`config.mk`:
```
export PLATFORM = sky130hd
export DESIGN_NAME = id_r_issue
export DESIGN_NICKNAME = d
export VERILOG_FILES = /design/src/rtl/id_r_issue_pkg.sv /design/src/rtl/id_r_issue_reg_scoreboard.sv /design/src/rtl/id_r_issue.sv
export SDC_FILE = /design/constraint.sdc
export NUM_CORES = 1
export LEC_CHECK = 0
export ABC_AREA = 1
export BUFFER_PORTS_ARGS = -buffer_cell sky130_fd_sc_hd__buf_2
export CORE_MARGIN = 2
export CORE_UTILIZATION = 40
export DETAILED_ROUTE_END_ITERATION = 10
export SYNTH_ARGS = -nofsm -noshare
export SYNTH_HDL_FRONTEND = slang
export SYNTH_SLANG_ARGS = --single-unit
```
`constraint.sdc`:
```
create_clock -name clk -period 2.29 [get_ports clk]
set_input_delay 0.1145 -clock clk [delete_from_list [all_inputs] [get_ports clk]]
set_output_delay 0.1145 -clock clk [all_outputs]
set_load 0.01 [all_outputs]
```
`src/rtl/id_r_issue_pkg.sv`:
```
// id_r_issue_pkg: shared opcode/funct values, instruction field positions and FSM states for the R-type issue path
package id_r_issue_pkg;
    localparam logic [5:0] OP_SPECIAL  = 6'b000000;
    localparam logic [5:0] OP_SPECIAL2 = 6'b011100;
    localparam logic [5:0] FUNCT_JR    = 6'h08;
    localparam logic [5:0] FUNCT_JALR  = 6'h09;
    localparam int OP_LSB = 26;
    localparam int RS_LSB = 21;
    localparam int RT_LSB = 16;
    localparam int RD_LSB = 11;
    localparam int SH_LSB = 6;
    localparam int FN_LSB = 0;
    localparam logic [31:0] ZERO_WORD     = 32'd0;
    localparam logic [4:0]  ZERO_REG_ADDR = 5'd0;
    typedef enum logic {RUN = 1'b0, DSLOT = 1'b1} state_t;
endpackage

```
`src/rtl/id_r_issue_reg_scoreboard.sv`:
```
// reg_scoreboard: per-register write-back latency counters with a two-port hazard lookup
module reg_scoreboard #(
    parameter int REG_AW = 5,
    parameter int WB_LAT = 2
) (
    input  logic              clk,
    input  logic              rst,
    input  logic              load_en,
    input  logic [REG_AW-1:0] load_addr,
    input  logic              clr_en,
    input  logic [REG_AW-1:0] clr_addr,
    input  logic              rd_en_1,
    input  logic [REG_AW-1:0] rd_addr_1,
    input  logic              rd_en_2,
    input  logic [REG_AW-1:0] rd_addr_2,
    output logic              hazard
);
    localparam int NREG = 2 ** REG_AW;
    logic [2:0] cnt [NREG];
    always_ff @(posedge clk or negedge rst) begin
        if (!rst) begin
            for (int i = 0; i < NREG; i++) cnt[i] <= 3'd0;
        end else begin
            for (int i = 0; i < NREG; i++) begin
                if (load_en && load_addr == REG_AW'(i)) cnt[i] <= 3'(WB_LAT);
                else if (clr_en && clr_addr == REG_AW'(i)) cnt[i] <= 3'd0;
                else if (cnt[i] != 3'd0) cnt[i] <= cnt[i] - 3'd1;
            end
        end
    end
    assign hazard = (rd_en_1 && rd_addr_1 != '0 && cnt[rd_addr_1] != 3'd0) ||
                    (rd_en_2 && rd_addr_2 != '0 && cnt[rd_addr_2] != 3'd0);
endmodule

```
`src/rtl/id_r_issue.sv`:
```
// id_r_issue: registered R-type decode/issue with RAW scoreboard stalls and JR/JALR delay-slot tracking
module id_r_issue #(
    parameter int DATA_W = 32,
    parameter int ADDR_W = 32,
    parameter int REG_AW = 5,
    parameter int WB_LAT = 2
) (
    input  logic              clk,
    input  logic              rst,
    input  logic              in_valid,
    output logic              in_ready,
    input  logic [ADDR_W-1:0] pc,
    input  logic [31:0]       inst,
    input  logic              flush,
    output logic              reg_read_en_1,
    output logic              reg_read_en_2,
    output logic [REG_AW-1:0] reg_addr_1,
    output logic [REG_AW-1:0] reg_addr_2,
    input  logic [DATA_W-1:0] reg_val_mux_data_1,
    input  logic [DATA_W-1:0] reg_val_mux_data_2,
    output logic              inst_r,
    output logic              out_valid,
    input  logic              out_ready,
    output logic [DATA_W-1:0] operand_1,
    output logic [DATA_W-1:0] operand_2,
    output logic [4:0]        shamt,
    output logic [5:0]        funct,
    output logic              write_reg_en,
    output logic [REG_AW-1:0] write_reg_addr,
    output logic              branch_flag,
    output logic [ADDR_W-1:0] branch_addr,
    output logic              dslot_err
);
    import id_r_issue_pkg::*;
    state_t            state, state_d;
    logic [5:0]        op, fn;
    logic [REG_AW-1:0] rd;
    logic              is_jr, is_jalr, is_jmp, nop, hazard, acc, acc_r, wen_d;
    logic [DATA_W-1:0] op1_d, op2_d;
    assign op         = inst[OP_LSB +: 6];
    assign fn         = inst[FN_LSB +: 6];
    assign rd         = REG_AW'(inst[RD_LSB +: 5]);
    assign reg_addr_1 = REG_AW'(inst[RS_LSB +: 5]);
    assign reg_addr_2 = REG_AW'(inst[RT_LSB +: 5]);
    assign inst_r     = op == OP_SPECIAL || op == OP_SPECIAL2;
    assign is_jr      = op == OP_SPECIAL && fn == FUNCT_JR;
    assign is_jalr    = op == OP_SPECIAL && fn == FUNCT_JALR;
    assign is_jmp     = is_jr || is_jalr;
    assign nop        = is_jmp && state == DSLOT;
    assign reg_read_en_1 = inst_r;
    assign reg_read_en_2 = inst_r && !is_jmp;
    // Non-R instructions are always taken (another decoder owns them), except during flush
    assign in_ready = !flush && (!inst_r || (!hazard && (!out_valid || out_ready)));
    assign acc      = in_valid && in_ready;
    assign acc_r    = acc && inst_r;
    assign wen_d    = !is_jr && !nop && rd != '0;
    assign op1_d    = (nop || is_jr) ? '0 : is_jalr ? DATA_W'(pc + ADDR_W'(8)) : reg_val_mux_data_1;
    assign op2_d    = is_jmp ? '0 : reg_val_mux_data_2;
    reg_scoreboard #(.REG_AW(REG_AW), .WB_LAT(WB_LAT)) u_sb (
        .clk       (clk),
        .rst       (rst),
        .load_en   (acc_r && wen_d),
        .load_addr (rd),
        .clr_en    (flush && out_valid && write_reg_en),
        .clr_addr  (write_reg_addr),
        .rd_en_1   (reg_read_en_1),
        .rd_addr_1 (reg_addr_1),
        .rd_en_2   (reg_read_en_2),
        .rd_addr_2 (reg_addr_2),
        .hazard    (hazard)
    );
    always_comb begin
        state_d = state;
        if (flush) state_d = RUN;
        else if (acc) state_d = (is_jmp && state == RUN) ? DSLOT : RUN;
    end
    always_ff @(posedge clk or negedge rst) begin
        if (!rst) state <= RUN;
        else state <= state_d;
    end
    always_ff @(posedge clk or negedge rst) begin
        if (!rst) begin
            out_valid      <= 1'b0;
            operand_1      <= '0;
            operand_2      <= '0;
            shamt          <= 5'd0;
            funct          <= 6'd0;
            write_reg_en   <= 1'b0;
            write_reg_addr <= '0;
            branch_flag    <= 1'b0;
            branch_addr    <= '0;
            dslot_err      <= 1'b0;
        end else begin
            branch_flag <= acc_r && is_jmp && !nop;
            if (acc_r && is_jmp && !nop) branch_addr <= ADDR_W'(reg_val_mux_data_1);
            if (acc_r && nop) dslot_err <= 1'b1;
            if (flush) out_valid <= 1'b0;
            else if (acc_r) begin
                out_valid      <= 1'b1;
                operand_1      <= op1_d;
                operand_2      <= op2_d;
                shamt          <= inst[SH_LSB +: 5];
                funct          <= fn;
                write_reg_en   <= wen_d;
                write_reg_addr <= rd;
            end else if (out_ready) out_valid <= 1'b0;
        end
    end
endmodule

```
==> results.ini, run 1 <==
[status]
run_status = finished with violations
violations = negative setup slack

[pwr]
leakage_nw = 9.678
power.internal_mw = 10.88
seq_power_share_pct = 33.3
clkPwrFrac_pct = 24.6
peakVddDrop_mv = 0.4779
power_density_nw_per_um2 = 962.9
combPwrFrac_pct = 42.1
p_switching_mw = 6.491
switching_share_pct = 37.38

[timing]
slew_headroom_pct = 45.97
setup_viol = 42
finalHoldViolations = 0
drv_slew = 0
fin_ws_ns = -0.05136
rsz0062_at_grt = yes
max_freq_ghz = 0.4271
period_needed_ns = 2.341
finClkSkew_ns = 0.01041
min_period_over_period_pct = 102.2
worstMarginPinSlew_ns = 0.8043

[cells_and_area]
fin_cells = 2631
drive_above_1_share_pct = 25.42
final-seq-area_um2 = 5331
fin_nets = 2407
multiInputGateArea_um2 = 6983
fillCellCount = 2908
syn_to_final_growth_pct = 39.57

[global_route]
gr-usage-met3_pct = 5.626
first_global_vias = 12983
use_met2_pct = 42.13
grt-busiest-layer = met2
grt_pass1_wl_mm = 68.27
grt_overflow = 0
grt_max_degree = 79
grt_usage_pct = 25.50
antenna_found_initial = 3
grt_use_met1_pct = 33.39

[die]
ios = 263
die_area_um2 = 33760
die_y_um = 183.7
rows = 65
coreArea_um2 = 31720
initial_core_util_pct = 40.74
die_x_um = 183.7

[drt]
wl_mm = 45.96
firstDrtPassIters = 5
drc = 0
vias = 13596
wire_per_inst_um = 17.47
ant_nets = 0
via_per_inst = 5.168
first_iter_violations = 889

[critical_path]
cp.arrival_ns = 2.80
cp.required_ns = 2.75
crit_type = reg2reg
cpMaxStageDelayCell = dfrtp_1
crit_chain = buf_6 > nand2_2 > nand3_2 > nand2_2 > nand3_4 > a21oi_2 > nand2_1 > nand2_1 > nand3_2 > nor2_1 > buf_4 > nand4_4 > buf_8 > nor2_4 > clkbuf_16 > nand2_2 > nand2_1
timing.critical_path.from_type = register
critPathMaxFanout = 8
end_kind = register
cp_slowest_stage_delay_ns = 0.41

[placement]
numPortBuffers = 262
pre_cts_ws_ns = -0.03730
routabilityCongestion = 0.9160
place_inst = 2460
hpwl_mm = 31.83

[synth]
ys_seq_elements = 213
synth.net_count = 1974
synth_cell_types = 31
synth-seq-area-share_pct = 41.25
synth-warning-count = 0
synth_area_um2 = 12920
syn_area_per_cell_um2 = 7.276
synthCells = 1776

[clock_tree]
cts_sinks = 213
cts_buffers = 25
cts_max_level = 1
clk_pin_slew_ns = 0.06
clk_latency_ns = 0.53
cts_tree = built
cts-root-buf = clkbuf_16
cts_buffer_depth = 3

[job]
drv_cap = 0

[min_path]
hold_class = in2reg

[cells in the final DEF (no fill, tap or decap), drive strengths merged]
master       netlist  layout
o41ai              1       1
dlygate4sd3        0      92
a21oi             82      82
clkinvlp           0       1
nand4             17      17
nand3             96      96
nor3b              1       1
nor4               5       5
o22ai              2       2
xnor2             36      36
o21bai            11      11
nand2            665     665
or2                6       6
and2               1       1
bufinv             0       4
o211ai            12      12
clkinv             0       9
and3               1       1
inv              161     161
nor3               8       8
ha                65      65
buf               50     378
xor2              16      16
clkbuf            26      42
diode              0       2
dfrtp            213     213
o21ai            200     200
nor2             101     102
[repair_timing]
item / 4_1_cts / 5_1_grt
pin swaps: 6 / 18
gates resized for setup: 16 / 190
setup buffers: 4 / 9
setup endpoints to repair: 1 / 186
hold endpoints to repair: 174 / 0
hold buffers: 92 / 0
gates cloned: 0 / 20
[critical path: cells and delay by family, from the launching register on]
kind,cells,cell delay (ns)
flip-flops,1,0.41
AO/OA/AOI/OAI,1,0.14
AND/OR/NAND/NOR,12,1.05
buffers and inverters,4,0.68
[synth_stat cells (all sizes together)]
library cell,number,share of area (%)
nand2,665,19
dfrtp,213,41
o21ai,200,7.7
inv,161,4.7
nor2,101,3.4
nand3,96,3.7
a21oi,82,3.2
ha,65,6.3
buf,50,2.8
xnor2,36,2.4
clkbuf,26,0.76
nand4,17,0.87
xor2,16,1.1
o211ai,12,0.70
o21bai,11,0.64
nor3,8,0.31
or2,6,0.29
nor4,5,0.24
o22ai,2,0.097
and2,1,0.048
and3,1,0.048
nor3b,1,0.058
o41ai,1,0.068
[area by class of cell]
| cell class | count | area share (%) |
|---|---|---|
| diodes | 2 | 0.02775 |
| clock buffers | 31 | 3.871 |
| clock inverters | 14 | 0.9781 |
| inverters | 161 | 3.365 |
| multi-input cells | 1327 | 38.72 |
| flip-flops and latches | 213 | 29.56 |
| well taps | 402 | 2.789 |
| repair buffers | 481 | 20.69 |
[logic make-up (layout without fill, tap and decap cells)]
kind of cell             after synthesis  after routing  synth area share [%]
flip-flops                           213            213                 41.25
AND/OR/NAND/NOR                      901            902                 28.25
AO/OA/AOI/OAI                        308            308                 12.45
adder cells (fa/ha/maj)               65             65                 6.294
XOR/XNOR                              52             52                 3.524
other                                  0              2                     0
buffers and inverters                237            687                 8.230
[stage by stage]
stage	power (mW)	instance area (um2)	hold slack (ns)	setup TNS (ns)	util, %
2_1_floorplan	10.46	12920	-0.1811	0	-
3_3_place_gp	12.40	15260	0.1401	-1.367	48.12
3_5_place_dp	12.64	15260	0.1331	-0.3664	48.12
4_1_cts	17.20	17130	0.01591	-0.02780	54.00
5_1_grt	18.92	18040	0.05927	-13.30	56.86
6_report	17.37	18040	0.03747	-1.077	56.86
[path summary, 6_finish.rpt]
kind	cells past startpoint	slack [ns]	from	to
worst min-delay path	5	0.04	pc[26]	operand_1[26]$_DFFE_PN0P_
worst max-delay path	17	-0.05	u_sb.cnt[91]$_DFFE_PN0P_	branch_addr[5]$_DFFE_PN0P_
min in group asynchronous	2	0.16	rst	branch_addr[7]$_DFFE_PN0P_
max in group asynchronous	3	1.34	rst	u_sb.cnt[67]$_DFFE_PN0P_
worst max register to register	17	-0.05	u_sb.cnt[91]$_DFFE_PN0P_	branch_addr[5]$_DFFE_PN0P_
worst min register to register	2	0.48	operand_2[15]$_DFFE_PN0P_	operand_2[15]$_DFFE_PN0P_
[power groups by stage]
stage	registers, mW	logic, mW	clock network (mW)
after floorplan	5.69	4.77	0
after global placement	5.75	6.64	0
after detailed placement	5.77	6.87	0
after CTS	5.73	7.11	4.36
after global routing	5.92	8.49	4.52
final	5.78	7.31	4.28
[sequential cells by signal (all words and copies together) (netlist names)]
name and count:
u_sb.cnt 96, branch_addr 32, operand_1 32, operand_2 32, funct 6, shamt 5
write_reg_addr 5, branch_flag 1, dslot_err 1, out_valid 1, state 1, write_reg_en 1
[metal layers]
metal	share of wire [%]	vias up	wire length [um]
met5	0.024	-	11
met4	3.8	2	1726
met3	8.4	120	3842
met2	46	540	21370
met1	41	6352	19010
li1	-	6582	-
(Power assumes the default switching activity.)
==> run 2, diff against run 1 <==
CORE_MARGIN = 3   (was 2)
==> run 2 against run 1 <==
The run still ends with negative setup slack left; critical endpoint is now u_sb.cnt[82]$_DFFE_PN0P_; sequential power rose by 0.9%; global-route usage barely moved; design area rose by 3.4%.
==> results.ini, run 2 (synthesis gave the netlist of run 1 again) <==
[status]
run_status = finished with violations
violations = negative setup slack

[timing]
max_freq_ghz = 0.4051  ; -5.2%
fin_setup_tns_ns = -15.04  ; -13.96 ns
drv_slew = 0  ; unchanged
holdWs_ns = 0.02210  ; -0.01537 ns
rsz0062_at_grt = yes
setup_viol = 153  ; +260%
worstMarginPinSlew_ns = 1.119  ; +0.3149 ns
slew_headroom_pct = 24.81  ; -21 points
period_needed_ns = 2.469  ; +0.1274 ns
finalHoldViolations = 0  ; unchanged
finClkSkew_ns = 0.01049  ; +0.00008050 ns
min_period_over_period_pct = 107.8  ; +5.6 points
fin_ws_ns = -0.1788  ; -0.1274 ns

[drt]
ant_nets = 0  ; unchanged
vias = 13919  ; +2.4%
wire_per_inst_um = 18.11  ; +3.6%
firstDrtPassIters = 5  ; unchanged
via_per_inst = 5.250  ; +1.6%
first_iter_violations = 971  ; +9.2%
drc = 0  ; unchanged
wl_mm = 48.00  ; +4.4%

[cells_and_area]
multiInputGateArea_um2 = 7262  ; +4.0%
diodes = 0  ; -2
final_core_util_pct = 58.79  ; +1.9 points
final-seq-area_um2 = 5331  ; unchanged
fin_area_um2 = 18650  ; +3.4%
fin_cells = 2651  ; +0.76%
fillCellCount = 2909  ; +0.034%
layout_commonest_cell = nand2_1
layout_common_cells = nand2_1, buf_2, dfrtp_1
largest_reg_flops = 96  ; unchanged
top_register = u_sb.cnt
syn_to_final_growth_pct = 44.30
drive_above_1_share_pct = 28.99  ; +3.6 points
fin_nets = 2431  ; +1.0%

[global_route]
grt_max_degree = 79  ; unchanged
grt_usage_pct = 25.50  ; about the same
grt_pass1_wl_mm = 70.26  ; +2.9%
first_global_vias = 13115  ; +1.0%
grt_overflow = 0  ; unchanged
antenna_found_initial = 1  ; -2

[min_path]
hold_class = in2reg
worstHoldEndpoint = operand_1[30]$_DFFE_PN0P_
whs_path_depth = 5  ; unchanged
hp-start = pc[30]

[die]
rows = 65  ; unchanged
die_area_um2 = 34500  ; +2.2%
die_y_um = 185.7  ; +1.1%
coreArea_um2 = 31720  ; unchanged
die_x_um = 185.7  ; +1.1%
ios = 263  ; unchanged
initial_core_util_pct = 40.74  ; unchanged

[critical_path]
rrSetupSlack_ns = -0.18  ; -0.13 ns
critPathMaxFanout = 8  ; unchanged
cp.required_ns = 2.76  ; about the same
timing.critical_path.from_type = register
worstReg2RegEnd = u_sb.cnt[82]$_DFFE_PN0P_
reg2reg_depth = 19  ; +2
end_kind = register
cp.arrival_ns = 2.94  ; +0.14 ns
crit_type = reg2reg
r2r-start = u_sb.cnt[95]$_DFFE_PN0P_

[clock_tree]
cts_buffer_depth = 3  ; unchanged
cts_tree = built
cts_max_level = 1  ; unchanged
clk_latency_ns = 0.53  ; about the same
cts_buffers = 26  ; +4.0%
clk_pin_slew_ns = 0.06  ; about the same
cts-root-buf = clkbuf_16
cts_sinks = 213  ; unchanged

[pwr]
peakVddDrop_mv = 0.5033  ; +5.3%
leakage_nw = 9.883  ; +2.1%
power_density_nw_per_um2 = 944.2  ; -1.9%

[placement]
place_area_um2 = 15310  ; +0.28%
numPortBuffers = 262  ; unchanged
place_inst = 2464  ; +0.16%
hpwl_mm = 32.09  ; +0.83%
routabilityCongestion = 0.9120  ; -0.44%

[job]
drv_cap = 0  ; unchanged

==> run 2: changes by cell type in the layout (fill, tap and decap cells not counted), moves of 11 or more <==
cell,previous run,this run
nand2_2,49,63
o21ai_1,48,28
a21oi_2,7,32
o21ai_2,19,46
a21oi_1,75,45
nand2_1,597,586
==> run 2: cell type report <==
type	instances	share of cell area, %
repair buffers	504	22.27
clock buffers	40	3.992
well taps	402	2.697
clock inverters	4	0.2416
multi-input cells	1327	38.95
inverters	161	3.261
flip-flops and latches	213	28.59
==> run 2: where the power goes <==
group | internal [mW] | switching [mW]
clock | 2.32 | 1.62
sequential | 4.93 | 0.908
combinational | 3.63 | 4.20
==> run 2: per-layer routing <==
layer / vias up / global-route usage [%] / part of all wire, %
met2: 586 / 43.48 / 48
li1: 6616 / - / -
met3: 127 / 4.241 / 7.2
met4: 2 / 6.375 / 3.2
met5: - / 0 / 0.027
met1: 6588 / 33.96 / 42
==> run 2: how the worst max path moves through the flow <==
stage	slack (ns)	startpoint	cells past startpoint	to
6_report	-0.18	u_sb.cnt[95]$_DFFE_PN0P_	19	u_sb.cnt[82]$_DFFE_PN0P_
3_5_place_dp	-0.15	inst[16]	15	operand_2[3]$_DFFE_PN0P_
5_1_grt	-0.31	u_sb.cnt[95]$_DFFE_PN0P_	18	u_sb.cnt[0]$_DFFE_PN0P_
3_3_place_gp	-0.14	inst[21]	20	branch_addr[22]$_DFFE_PN0P_
4_1_cts	-0.09	u_sb.cnt[92]$_DFFE_PN0P_	20	branch_addr[0]$_DFFE_PN0P_
2_1_floorplan	0.32	pc[3]	13	operand_1[29]$_DFFE_PN0P_
==> run 2: stage by stage <==
step / power, mW / setup WS, ns
2_1_floorplan: 10.46 / 0.3188
3_3_place_gp: 12.61 / -0.1380
3_5_place_dp: 12.81 / -0.1455
4_1_cts: 17.11 / -0.09071
5_1_grt: 19.13 / -0.3135
6_report: 17.61 / -0.1788
==> run 2: what timing repair did <==
action	CTS	global route
buffers inserted	10	19
gates cloned	6	21
hold endpoints to repair	166	0
pin swaps	7	44
hold buffers	94	0
setup endpoints to repair	129	210
resized for setup	79	226
==> run 2: worst max-delay path, stage by stage, from the launching register on <==
cell	delay (ns)
dfrtp_1	0.39
inv_2	0.06
nand2_1	0.06
nand3_2	0.08
nand2_1	0.05
inv_1	0.06
nand3_2	0.10
a21oi_2	0.15
nand2_1	0.06
nand2_1	0.09
nand3_2	0.11
nor2_4	0.15
nand4_4	0.12
buf_12	0.16
buf_12	0.13
nor2_8	0.15
buf_12	0.16
clkbuf_16	0.17
nand2_1	0.06
nand2_1	0.08
==> run 3, diff against run 2 <==
RECOVER_POWER = 50   (was not set)
==> run 3 against run 2 <==
The run ends with max-capacitance violations, max-slew violations, negative setup slack left; flip-flop and latch count did not move; critical path depth did not move; core utilization fell by 0.051 points; sequential power barely moved; design area barely moved; worst hold slack worse by 0.00076 ns; register-to-register slack barely moved; clock power hardly changed; clock-buffer cell count unchanged.
==> results.ini, run 3 (synthesis gave the netlist of run 1 again) <==
[status]
run_status = finished with violations
violations = max-capacitance violations, max-slew violations, negative setup slack

[clock_tree]
cts_buffer_depth = 3  ; unchanged
cts_buffers = 26  ; unchanged
cts_tree = built
cts-root-buf = clkbuf_16
clk_latency_ns = 0.53  ; about the same
cts_max_level = 1  ; unchanged
cts_sinks = 213  ; unchanged
clk_pin_slew_ns = 0.06  ; about the same

[timing]
min_period_over_period_pct = 107.7  ; about the same
finClkSkew_ns = 0.01145  ; +0.0009548 ns
setup_viol = 152  ; -0.65%
max_freq_ghz = 0.4054  ; about the same
holdWs_ns = 0.02134  ; -0.0007615 ns
rsz0062_at_grt = yes
period_needed_ns = 2.467  ; -0.002134 ns
finalHoldViolations = 0  ; unchanged
fin_ws_ns = -0.1766  ; +0.002134 ns
slew_headroom_pct = -19.66  ; -44 points
drv_slew = 62  ; +62
worstMarginPinSlew_ns = 1.795  ; +0.6757 ns

[cells_and_area]
fin_area_um2 = 18630  ; about the same
layout_commonest_cell = nand2_1
drive_above_1_share_pct = 28.77  ; -0.22 points
fillCellCount = 2910  ; +0.034%
layout_common_cells = nand2_1, buf_2, dfrtp_1
largest_reg_flops = 96  ; unchanged
diodes = 0  ; unchanged
top_register = u_sb.cnt
syn_to_final_growth_pct = 44.17  ; about the same
fin_nets = 2431  ; unchanged
final_core_util_pct = 58.74  ; about the same

[drt]
wire_per_inst_um = 18.13  ; +0.11%
via_per_inst = 5.255  ; about the same
vias = 13932  ; +0.093%
ant_nets = 0  ; unchanged
first_iter_violations = 962  ; -0.93%
wl_mm = 48.05  ; +0.11%
firstDrtPassIters = 5  ; unchanged
drc = 0  ; unchanged

[die]
ios = 263  ; unchanged
initial_core_util_pct = 40.74  ; unchanged
coreArea_um2 = 31720  ; unchanged
die_y_um = 185.7  ; unchanged
rows = 65  ; unchanged
die_x_um = 185.7  ; unchanged
die_area_um2 = 34500  ; unchanged

[min_path]
hp-start = pc[30]
hold_class = in2reg
whs_path_depth = 5  ; unchanged
worstHoldEndpoint = operand_1[30]$_DFFE_PN0P_

[global_route]
gr-usage-met3_pct = 4.241  ; unchanged
grt-busiest-layer = met2
first_global_vias = 13115  ; unchanged
use_met2_pct = 43.48  ; unchanged
grt_overflow = 0  ; unchanged
grt_max_degree = 79  ; unchanged
grt_usage_pct = 25.50  ; unchanged
grt_use_met1_pct = 33.96  ; unchanged
grt_pass1_wl_mm = 70.26  ; unchanged
antenna_found_initial = 1  ; unchanged

[critical_path]
r2r-start = u_sb.cnt[95]$_DFFE_PN0P_
worstSetupStartpoint = u_sb.cnt[95]$_DFFE_PN0P_
cp.arrival_ns = 2.94  ; about the same
cp.required_ns = 2.76  ; about the same
crit_type = reg2reg
timing.critical_path.from_type = register
worstReg2RegEnd = u_sb.cnt[82]$_DFFE_PN0P_
critPathMaxFanout = 8  ; unchanged
reg2reg_depth = 19  ; unchanged
rrSetupSlack_ns = -0.18  ; about the same
end_kind = register

[placement]
place_area_um2 = 15310  ; unchanged
routabilityCongestion = 0.9120  ; unchanged
numPortBuffers = 262  ; unchanged
hpwl_mm = 32.09  ; unchanged

[job]
drv_cap = 1  ; +1

[pwr]
leakage_nw = 9.866  ; -0.17%
report.power.total_mw = 17.60  ; about the same
peakVddDrop_mv = 0.5034  ; about the same
power_density_nw_per_um2 = 944.9  ; about the same

[run 3: cell count changes in the layout (fill, tap and decap cells not counted), sizes merged]
cell / delta
buf: -6
clkbuf: +6
[run 3: layout make-up]
cell class	count	area, um2	share of cell area [%]
Inverter	161	608.1	3.264
Multi-Input combinational cell	1327	7262	38.98
Clock buffer	40	744.5	3.996
Tap cell	402	503.0	2.700
Clock inverter	4	45.04	0.2418
Timing Repair Buffer	504	4136	22.20
Sequential cell	213	5331	28.62
[run 3: how the worst max path moves through the flow]
stage | endpoint | cells after the start
after floorplan | operand_1[29]$_DFFE_PN0P_ | 13
after global placement | branch_addr[22]$_DFFE_PN0P_ | 20
after detailed placement | operand_2[3]$_DFFE_PN0P_ | 15
after CTS | branch_addr[0]$_DFFE_PN0P_ | 20
after global routing | u_sb.cnt[0]$_DFFE_PN0P_ | 18
final | u_sb.cnt[82]$_DFFE_PN0P_ | 19
[run 3: repair_timing]
item / in CTS / in global routing
buffers inserted: 10 / 19
endpoints found under the hold margin: 166 / 0
hold buffers: 94 / 0
gates cloned: 6 / 21
resized for setup: 79 / 226
pin swaps: 7 / 44
endpoints found under the setup margin: 129 / 210
[run 3: stage by stage]
step	TNS (ns)	setup WS (ns)	std cells
finish	-14.88	-0.1766	2651
global route	-39.85	-0.3135	2651
CTS	-7.186	-0.09071	2618
detailed placement	-12.13	-0.1455	2464
global placement	-14.00	-0.1380	2464
floorplan	0	0.3188	1776
[run 3: per-layer routing]
metal | vias up | wire length, um
met5 | - | 13
met4 | 2 | 1503
met3 | 118 | 3668
met2 | 590 | 23140
met1 | 6603 | 19720
li1 | 6619 | -
[run 3: where the power goes]
group,switching (mW),internal (mW)
registers,0.906,4.93
clock network,1.62,2.32
logic,4.20,3.62
[run 3: critical path, cell delays in order, from the launching register on]
cell and delay (ns):
dfrtp_1 0.39, inv_2 0.06, nand2_1 0.06, nand3_2 0.08, nand2_1 0.05, inv_1 0.06
nand3_2 0.10, a21oi_2 0.15, nand2_1 0.06, nand2_1 0.09, nand3_2 0.11, nor2_4 0.15
nand4_4 0.12, buf_12 0.16, buf_12 0.13, nor2_8 0.15, buf_12 0.16, clkbuf_16 0.17
nand2_1 0.06, nand2_1 0.08
